`config.mk`:
```
export PLATFORM = sky130hd
export DESIGN_NAME = ins_seq_ctrl
export DESIGN_NICKNAME = d
export VERILOG_FILES = /design/src/rtl/simd_pkg.sv /design/src/rtl/ins_phase_cnt.sv /design/src/rtl/ins_seq_ctrl.sv
export SDC_FILE = /design/constraint.sdc
export NUM_CORES = 1
export LEC_CHECK = 0
export CORE_MARGIN = 10
export CORE_UTILIZATION = 40
export DETAILED_ROUTE_END_ITERATION = 10
export PLACE_DENSITY_LB_ADDON = 0.08
export SLEW_MARGIN = 0
export SYNTH_ARGS = -nofsm -noshare
export SYNTH_HDL_FRONTEND = slang
export SYNTH_SLANG_ARGS = --single-unit
```
`constraint.sdc`:
```
create_clock -name clk -period 1.7 [get_ports clk]
set_clock_uncertainty 0.15 [all_clocks]
set_input_delay 0.34 -clock clk [delete_from_list [all_inputs] [get_ports clk]]
set_output_delay 0.34 -clock clk [all_outputs]
set_load 0.02 [all_outputs]
```
`src/rtl/simd_pkg.sv`:
```
`default_nettype none
// ============================================================================
//  Package     : simd_pkg
//  Description : Shared types and default widths for the instruction
//                sequencer and decoder (sequencer state encoding, halt
//                opcode, address/opcode widths).
//  Revision    : 1.0 - initial release
// ============================================================================
package simd_pkg;

    localparam int                        C_INS_ADDR_WIDTH = 8;
    localparam int                        C_OPCODE_WIDTH   = 3;
    localparam logic [C_OPCODE_WIDTH-1:0] C_HALT_OPCODE    = 3'b111;

    typedef enum logic [1:0] {
        ST_IDLE  = 2'd0,
        ST_FETCH = 2'd1,
        ST_EXEC  = 2'd2,
        ST_DONE  = 2'd3
    } seq_state_t;

endpackage : simd_pkg
`default_nettype wire

```
`src/rtl/ins_phase_cnt.sv`:
```
`default_nettype none
// ============================================================================
//  Module      : ins_phase_cnt
//  Description : Execute-phase counter for one instruction. Counts
//                0..CYCLES_PER_INS-1 while advanced, holds otherwise, and
//                provides the registered half_clk phase plus first/last
//                cycle flags.
//  Revision    : 1.0 - initial release
// ============================================================================
module ins_phase_cnt #(
    parameter int CYCLES_PER_INS = 2
) (
    input  logic clk,
    input  logic rstn,
    input  logic i_clr,
    input  logic i_adv,
    output logic o_half_clk,
    output logic o_first,
    output logic o_last
);

    localparam int            CW     = $clog2(CYCLES_PER_INS);
    localparam logic [CW-1:0] C_LAST = CW'(CYCLES_PER_INS - 1);
    localparam logic [CW-1:0] C_HALF = CW'(CYCLES_PER_INS / 2);

    logic [CW-1:0] r_ex_cnt;
    logic          r_half_clk;
    logic [CW-1:0] w_ex_next;

    // The last cycle always clears rather than advances, so no wrap logic.
    assign w_ex_next  = r_ex_cnt + 1'b1;
    assign o_half_clk = r_half_clk;
    assign o_first    = (r_ex_cnt == '0);
    assign o_last     = (r_ex_cnt == C_LAST);

    // Phase counter: clear on entry/exit of EXEC, step on unstalled cycles.
    always_ff @(posedge clk or negedge rstn) begin
        if (!rstn) begin
            r_ex_cnt   <= '0;
            r_half_clk <= 1'b0;
        end else if (i_clr) begin
            r_ex_cnt   <= '0;
            r_half_clk <= 1'b0;
        end else if (i_adv) begin
            r_ex_cnt   <= w_ex_next;
            r_half_clk <= (w_ex_next >= C_HALF);
        end
    end

endmodule : ins_phase_cnt
`default_nettype wire

```
`src/rtl/ins_seq_ctrl.sv`:
```
`default_nettype none
// ============================================================================
//  Module      : ins_seq_ctrl
//  Description : Program sequencer for the instruction BRAM / decoder pair.
//                Issues pc, waits out BRAM read latency, paces each
//                instruction over CYCLES_PER_INS execute cycles and drives
//                half_clk, ins_valid and start/busy/done handshakes.
//                Optional macro INS_LOOP_EN adds loop_cnt: a HALT with a
//                nonzero remaining count restarts the program at the
//                captured start address instead of finishing.
//  Revision    : 1.0 - initial release
// ============================================================================
module ins_seq_ctrl
    import simd_pkg::*;
#(
    parameter int                      INS_ADDR_WIDTH = C_INS_ADDR_WIDTH,
    parameter int                      OPCODE_WIDTH   = C_OPCODE_WIDTH,
    parameter logic [OPCODE_WIDTH-1:0] HALT_OPCODE    = C_HALT_OPCODE,
    parameter int                      BRAM_LATENCY   = 1,
    parameter int                      CYCLES_PER_INS = 2
) (
    input  logic                      clk,
    input  logic                      rstn,
    input  logic                      start,
    input  logic [INS_ADDR_WIDTH-1:0] start_addr,
    input  logic                      stall,
    input  logic [OPCODE_WIDTH-1:0]   ins_opcode,
`ifdef INS_LOOP_EN
    input  logic [7:0]                loop_cnt,
`endif
    output logic [INS_ADDR_WIDTH-1:0] pc,
    output logic                      half_clk,
    output logic                      ins_valid,
    output logic                      busy,
    output logic                      done,
    output logic                      pc_overflow
);

    localparam int            LW         = (BRAM_LATENCY > 1) ? $clog2(BRAM_LATENCY) : 1;
    localparam logic [LW-1:0] C_LAT_LAST = LW'(BRAM_LATENCY - 1);

    seq_state_t                r_state;
    logic [INS_ADDR_WIDTH-1:0] r_pc;
    logic [LW-1:0]             r_lat_cnt;
    logic                      r_ins_valid;
    logic                      r_busy;
    logic                      r_done;
    logic                      r_pc_overflow;
`ifdef INS_LOOP_EN
    logic [INS_ADDR_WIDTH-1:0] r_start_addr;
    logic [7:0]                r_loop_left;
`endif

    logic w_first;
    logic w_last;
    logic w_half_clk;
    logic w_exec_go;
    logic w_halt_now;
    logic w_ph_clr;
    logic w_ph_adv;

    // The opcode for pc is only visible during the first EXEC cycle, so the
    // decision taken at the end of that cycle drives the registered strobe,
    // which is therefore high in the following cycle. A stalled first cycle
    // simply postpones the sampling edge.
    assign w_exec_go  = (r_state == ST_EXEC) && !stall;
    assign w_halt_now = w_exec_go && w_first && (ins_opcode == HALT_OPCODE);
    assign w_ph_clr   = w_halt_now || (w_exec_go && w_last);
    assign w_ph_adv   = w_exec_go && !w_ph_clr;

    assign pc          = r_pc;
    assign half_clk    = w_half_clk;
    assign ins_valid   = r_ins_valid;
    assign busy        = r_busy;
    assign done        = r_done;
    assign pc_overflow = r_pc_overflow;

    ins_phase_cnt #(
        .CYCLES_PER_INS (CYCLES_PER_INS)
    ) u_phase (
        .clk        (clk),
        .rstn       (rstn),
        .i_clr      (w_ph_clr),
        .i_adv      (w_ph_adv),
        .o_half_clk (w_half_clk),
        .o_first    (w_first),
        .o_last     (w_last)
    );

    // Sequencer FSM with registered handshake outputs.
    always_ff @(posedge clk or negedge rstn) begin
        if (!rstn) begin
            r_state       <= ST_IDLE;
            r_pc          <= '0;
            r_lat_cnt     <= '0;
            r_ins_valid   <= 1'b0;
            r_busy        <= 1'b0;
            r_done        <= 1'b0;
            r_pc_overflow <= 1'b0;
`ifdef INS_LOOP_EN
            r_start_addr  <= '0;
            r_loop_left   <= '0;
`endif
        end else begin
            r_ins_valid <= 1'b0;
            r_done      <= 1'b0;
            case (r_state)
                ST_IDLE: begin
                    if (start) begin
                        r_pc          <= start_addr;
                        r_pc_overflow <= 1'b0;
                        r_lat_cnt     <= '0;
                        r_busy        <= 1'b1;
                        r_state       <= ST_FETCH;
`ifdef INS_LOOP_EN
                        r_start_addr  <= start_addr;
                        r_loop_left   <= loop_cnt;
`endif
                    end
                end
                ST_FETCH: begin
                    if (!stall) begin
                        if (r_lat_cnt == C_LAT_LAST) begin
                            r_lat_cnt <= '0;
                            r_state   <= ST_EXEC;
                        end else begin
                            r_lat_cnt <= r_lat_cnt + 1'b1;
                        end
                    end
                end
                ST_EXEC: begin
                    if (w_halt_now) begin
`ifdef INS_LOOP_EN
                        if (r_loop_left != 8'd0) begin
                            r_loop_left <= r_loop_left - 8'd1;
                            r_pc        <= r_start_addr;
                            r_lat_cnt   <= '0;
                            r_state     <= ST_FETCH;
                        end else begin
                            r_busy  <= 1'b0;
                            r_done  <= 1'b1;
                            r_state <= ST_DONE;
                        end
`else
                        r_busy  <= 1'b0;
                        r_done  <= 1'b1;
                        r_state <= ST_DONE;
`endif
                    end else if (w_exec_go) begin
                        if (w_first) begin
                            r_ins_valid <= 1'b1;
                        end
                        if (w_last) begin
                            if (&r_pc) begin
                                r_pc_overflow <= 1'b1;
                                r_busy        <= 1'b0;
                                r_done        <= 1'b1;
                                r_state       <= ST_DONE;
                            end else begin
                                r_pc      <= r_pc + 1'b1;
                                r_lat_cnt <= '0;
                                r_state   <= ST_FETCH;
                            end
                        end
                    end
                end
                ST_DONE: begin
                    r_state <= ST_IDLE;
                end
                default: begin
                    r_state <= ST_IDLE;
                end
            endcase
        end
    end

endmodule : ins_seq_ctrl
`default_nettype wire
```
==> metrics.yaml <==
status:
  status: "finished clean"
route:
  viasPerCell: 5.44
  drc: 0
  antenna_left: 0
  wl_per_cell_um: 15.5
  first_pass_iters: 4
  drt_iter0_drc: 39
  dr_total_vias: 914
  routed_wl_um: 2610
worst_setup_path:
  worstSetupStartpointType: "primary input"
  path_cells: "clkdlybuf4s50_1 > nor3b_4 > buf_4 > buf_4 > or4_1"
  crit_path_max_fanout: 3
  crit_type: "primary input to flop"
  crit_path_max_incr_delay_ns: 0.50
  rrSetupSlack_ns: 0.06
  slowest_stage: "or4_1"
  worst-path-stages: 5
  crit_path_end: "busy"
  cp-startpoint: "start"
  required_ns: 1.73
  crit_family: "buffers and inverters"
  crit_top_cell: "buf_4"
  worstPathArrival_ns: 1.70
  cp-end-kind: "flop"
  worstRegToRegCells: 5
  r2r_start: "pc[0]"
  r2r_end: "busy"
  cp_num_buf_inv: 3
timing:
  worst-slew-pin-transition_ns: 0.258
  setup_violations: 0
  post-route-min-period_ns: 1.67
  slew_viol_final: 0
  layout_setup_ws_ns: 0.0297
  rsz0062_at_grt: "true"
  period_share: 0.983
  max_slew_margin: 0.828
  fmax_mhz: 599
  hold_viol: 0
finish:
  n_fill_cell: 178
  fin_area_um2: 1370
  area_growth_pct: 56.7
  final_net_count: 158
  multi_input_area_um2: 520
  register_area_um2: 380
  drive_above_1_share: 0.277
  antenna_cells: 0
cts:
  h-tree-depth: 1
  clk_path_buf_depth: 2
  root_buffer: "clkbuf_4"
  clock-sinks: 15
  insertion_delay_ns: 0.29
  cts_buffers: 3
  cts.clk_slew.worst_paths_ns: 0.11
  cts_tree: "yes"
synthesis:
  synth.distinct_cells: 33
  ys_seq_area_frac: 0.430
  ys_ff_latch: 15
  synth_ff_type: "dfrtp_1"
  synth_edf_count: 0
  syn_area_um2: 872
  ys.warnings.count: 0
  synth_cells: 93
  synth_nets: 109
  syn-mean-instance-area_um2: 9.38
  ys_async_sr_fraction: 1.00
placement:
  placed_area_um2: 1310
  routabilityCongestion: 0.844
  dp_hpwl_um: 1980
  place_ws_ns: -0.207
  portBuffers: 27
global_route:
  globalRouteOverflowTotal: 0
  grtUsageTotal: 0.122
  grt_pass1_vias: 937
  grt_max_degree: 16
  grt_pass1_wl_um: 4350
  antenna_found_initial: 0
floorplanning:
  die_x_um: 66.7
  start_util: 0.431
  core_um2: 2020
  die_h_um: 66.7
  die-area_um2: 4450
  top_level_ports: 28
  row_count: 16
run:
  drv_cap: 0
pwr:
  ir_drop_v: 0.000874
  p_per_area_nw_per_um2: 1530
  leakage_nw: 0.591
worst_hold_path:
  hold_class: "primary input to asynchronous set/reset pin"
[metrics by stage]
step / hold slack, ns / util / cells / TNS, ns / total power, W
detailed placement: 0.386 / 0.647 / 162 / -1.47 / 0.00188
CTS: 0.212 / 0.653 / 166 / 0 / 0.00202
floorplan: -0.106 / - / 93 / -0.00404 / 0.00131
global route: 0.213 / 0.676 / 168 / -0.113 / 0.00225
finish: 0.206 / 0.676 / 168 / 0 / 0.00209
global placement: 0.346 / 0.647 / 162 / -1.10 / 0.00187
[worst min path at each step]
| stage | slack, ns | start | depth (start not counted) | endpoint |
|---|---|---|---|---|
| after floorplan | -0.11 | rstn | 0 | busy |
| after global placement | 0.35 | pc_overflow | 2 | pc_overflow |
| after detailed placement | 0.39 | pc_overflow | 2 | pc_overflow |
| after CTS | 0.21 | rstn | 2 | busy |
| after global routing | 0.21 | rstn | 2 | busy |
| final | 0.21 | rstn | 2 | pc[0] |
[synthesized netlist by cell type, types with 2 or more instances]
library cell  instances  share of area
o21ai_0               7          0.040
inv_1                 2         0.0086
a21oi_1               5          0.029
nand2b_1              6          0.043
a2bb2oi_1             2          0.020
buf_2                 2          0.011
a31oi_1               6          0.043
nor2b_1               2          0.014
or4_1                 2          0.017
nand3_1               3          0.017
o22ai_1               3          0.022
nor3_1                3          0.017
a22oi_1               2          0.017
nand2_1               6          0.026
nor2_1                8          0.034
o31ai_1               3          0.026
dfrtp_1              15           0.43
[worst reg2reg max path: stages (launching register included)]
cell and delay (ns):
dfrtp_2 0.43, ha_4 0.17, nand4_4 0.12, nor2_4 0.12, a31oi_1 0.08, or4_1 0.46
[cells in the final DEF, fill, tap and decap left out, drive strengths merged, types with 3 or more instances in the layout]
cell type | netlist | final
o31ai | 3 | 3
o21ai | 7 | 7
clkdlybuf4s50 | 0 | 14
o22ai | 3 | 3
nand2 | 6 | 6
nor3 | 4 | 4
dlygate4sd2 | 0 | 13
buf | 2 | 19
nor2 | 9 | 9
a21oi | 5 | 5
clkbuf | 0 | 3
nand2b | 6 | 6
nor2b | 3 | 3
dfrtp | 15 | 15
nand3 | 3 | 3
a31oi | 6 | 6
[logic make-up (layout without fill, tap and decap cells)]
group	after synthesis	in the layout	share of synthesized area
buffers and inverters	4	52	0.0201
adder cells (fa/ha/maj)	1	1	0.0143
flip-flops	15	15	0.430
multiplexers	1	1	0.0115
AND/OR/NAND/NOR	39	39	0.275
AO/OA/AOI/OAI	33	33	0.248
[flip-flops by register name, summed over array words and instances (netlist names)]
register	count
u_phase.o_last	1
ins_valid	1
pc	8
pc_overflow	1
busy	1
done	1
r_state	2
[per-layer routing]
| layer | wire length (um) | vias up | track usage |
|---|---|---|---|
| li1 | - | 448 | - |
| met4 | 44 | 0 | 0.0681 |
| met3 | 185 | 6 | 0.0502 |
| met2 | 1320 | 25 | 0.205 |
| met1 | 1060 | 435 | 0.125 |
| met5 | 0 | - | 0 |
[power breakdown]
group	internal (W)	switching, W	total (W)
clock	0.0000874	0.000128	0.000216
combinational	0.000562	0.000625	0.00119
sequential	0.000497	0.000188	0.000685
total	0.00115	0.000941	0.00209
[layout make-up]
type                       count  share of cell area
clock buffer                   3              0.0165
clock inverter                 1             0.00366
inverter                       2             0.00549
multi-input combinational     74               0.381
sequential                    15               0.278
tap                           27              0.0247
timing repair buffer          46               0.290
[what timing repair did]
| action | 4_1_cts | 5_1_grt |
|---|---|---|
| endpoints found under the setup margin | 14 | 7 |
| endpoints found under the hold margin | 0 | 0 |
| pin swaps | 0 | 3 |
| hold buffers | 0 | 0 |
| setup buffers | 0 | 2 |
| gates cloned | 0 | 0 |
| resized for setup | 13 | 7 |
No activity file was read; power rests on OpenSTA's default activity.
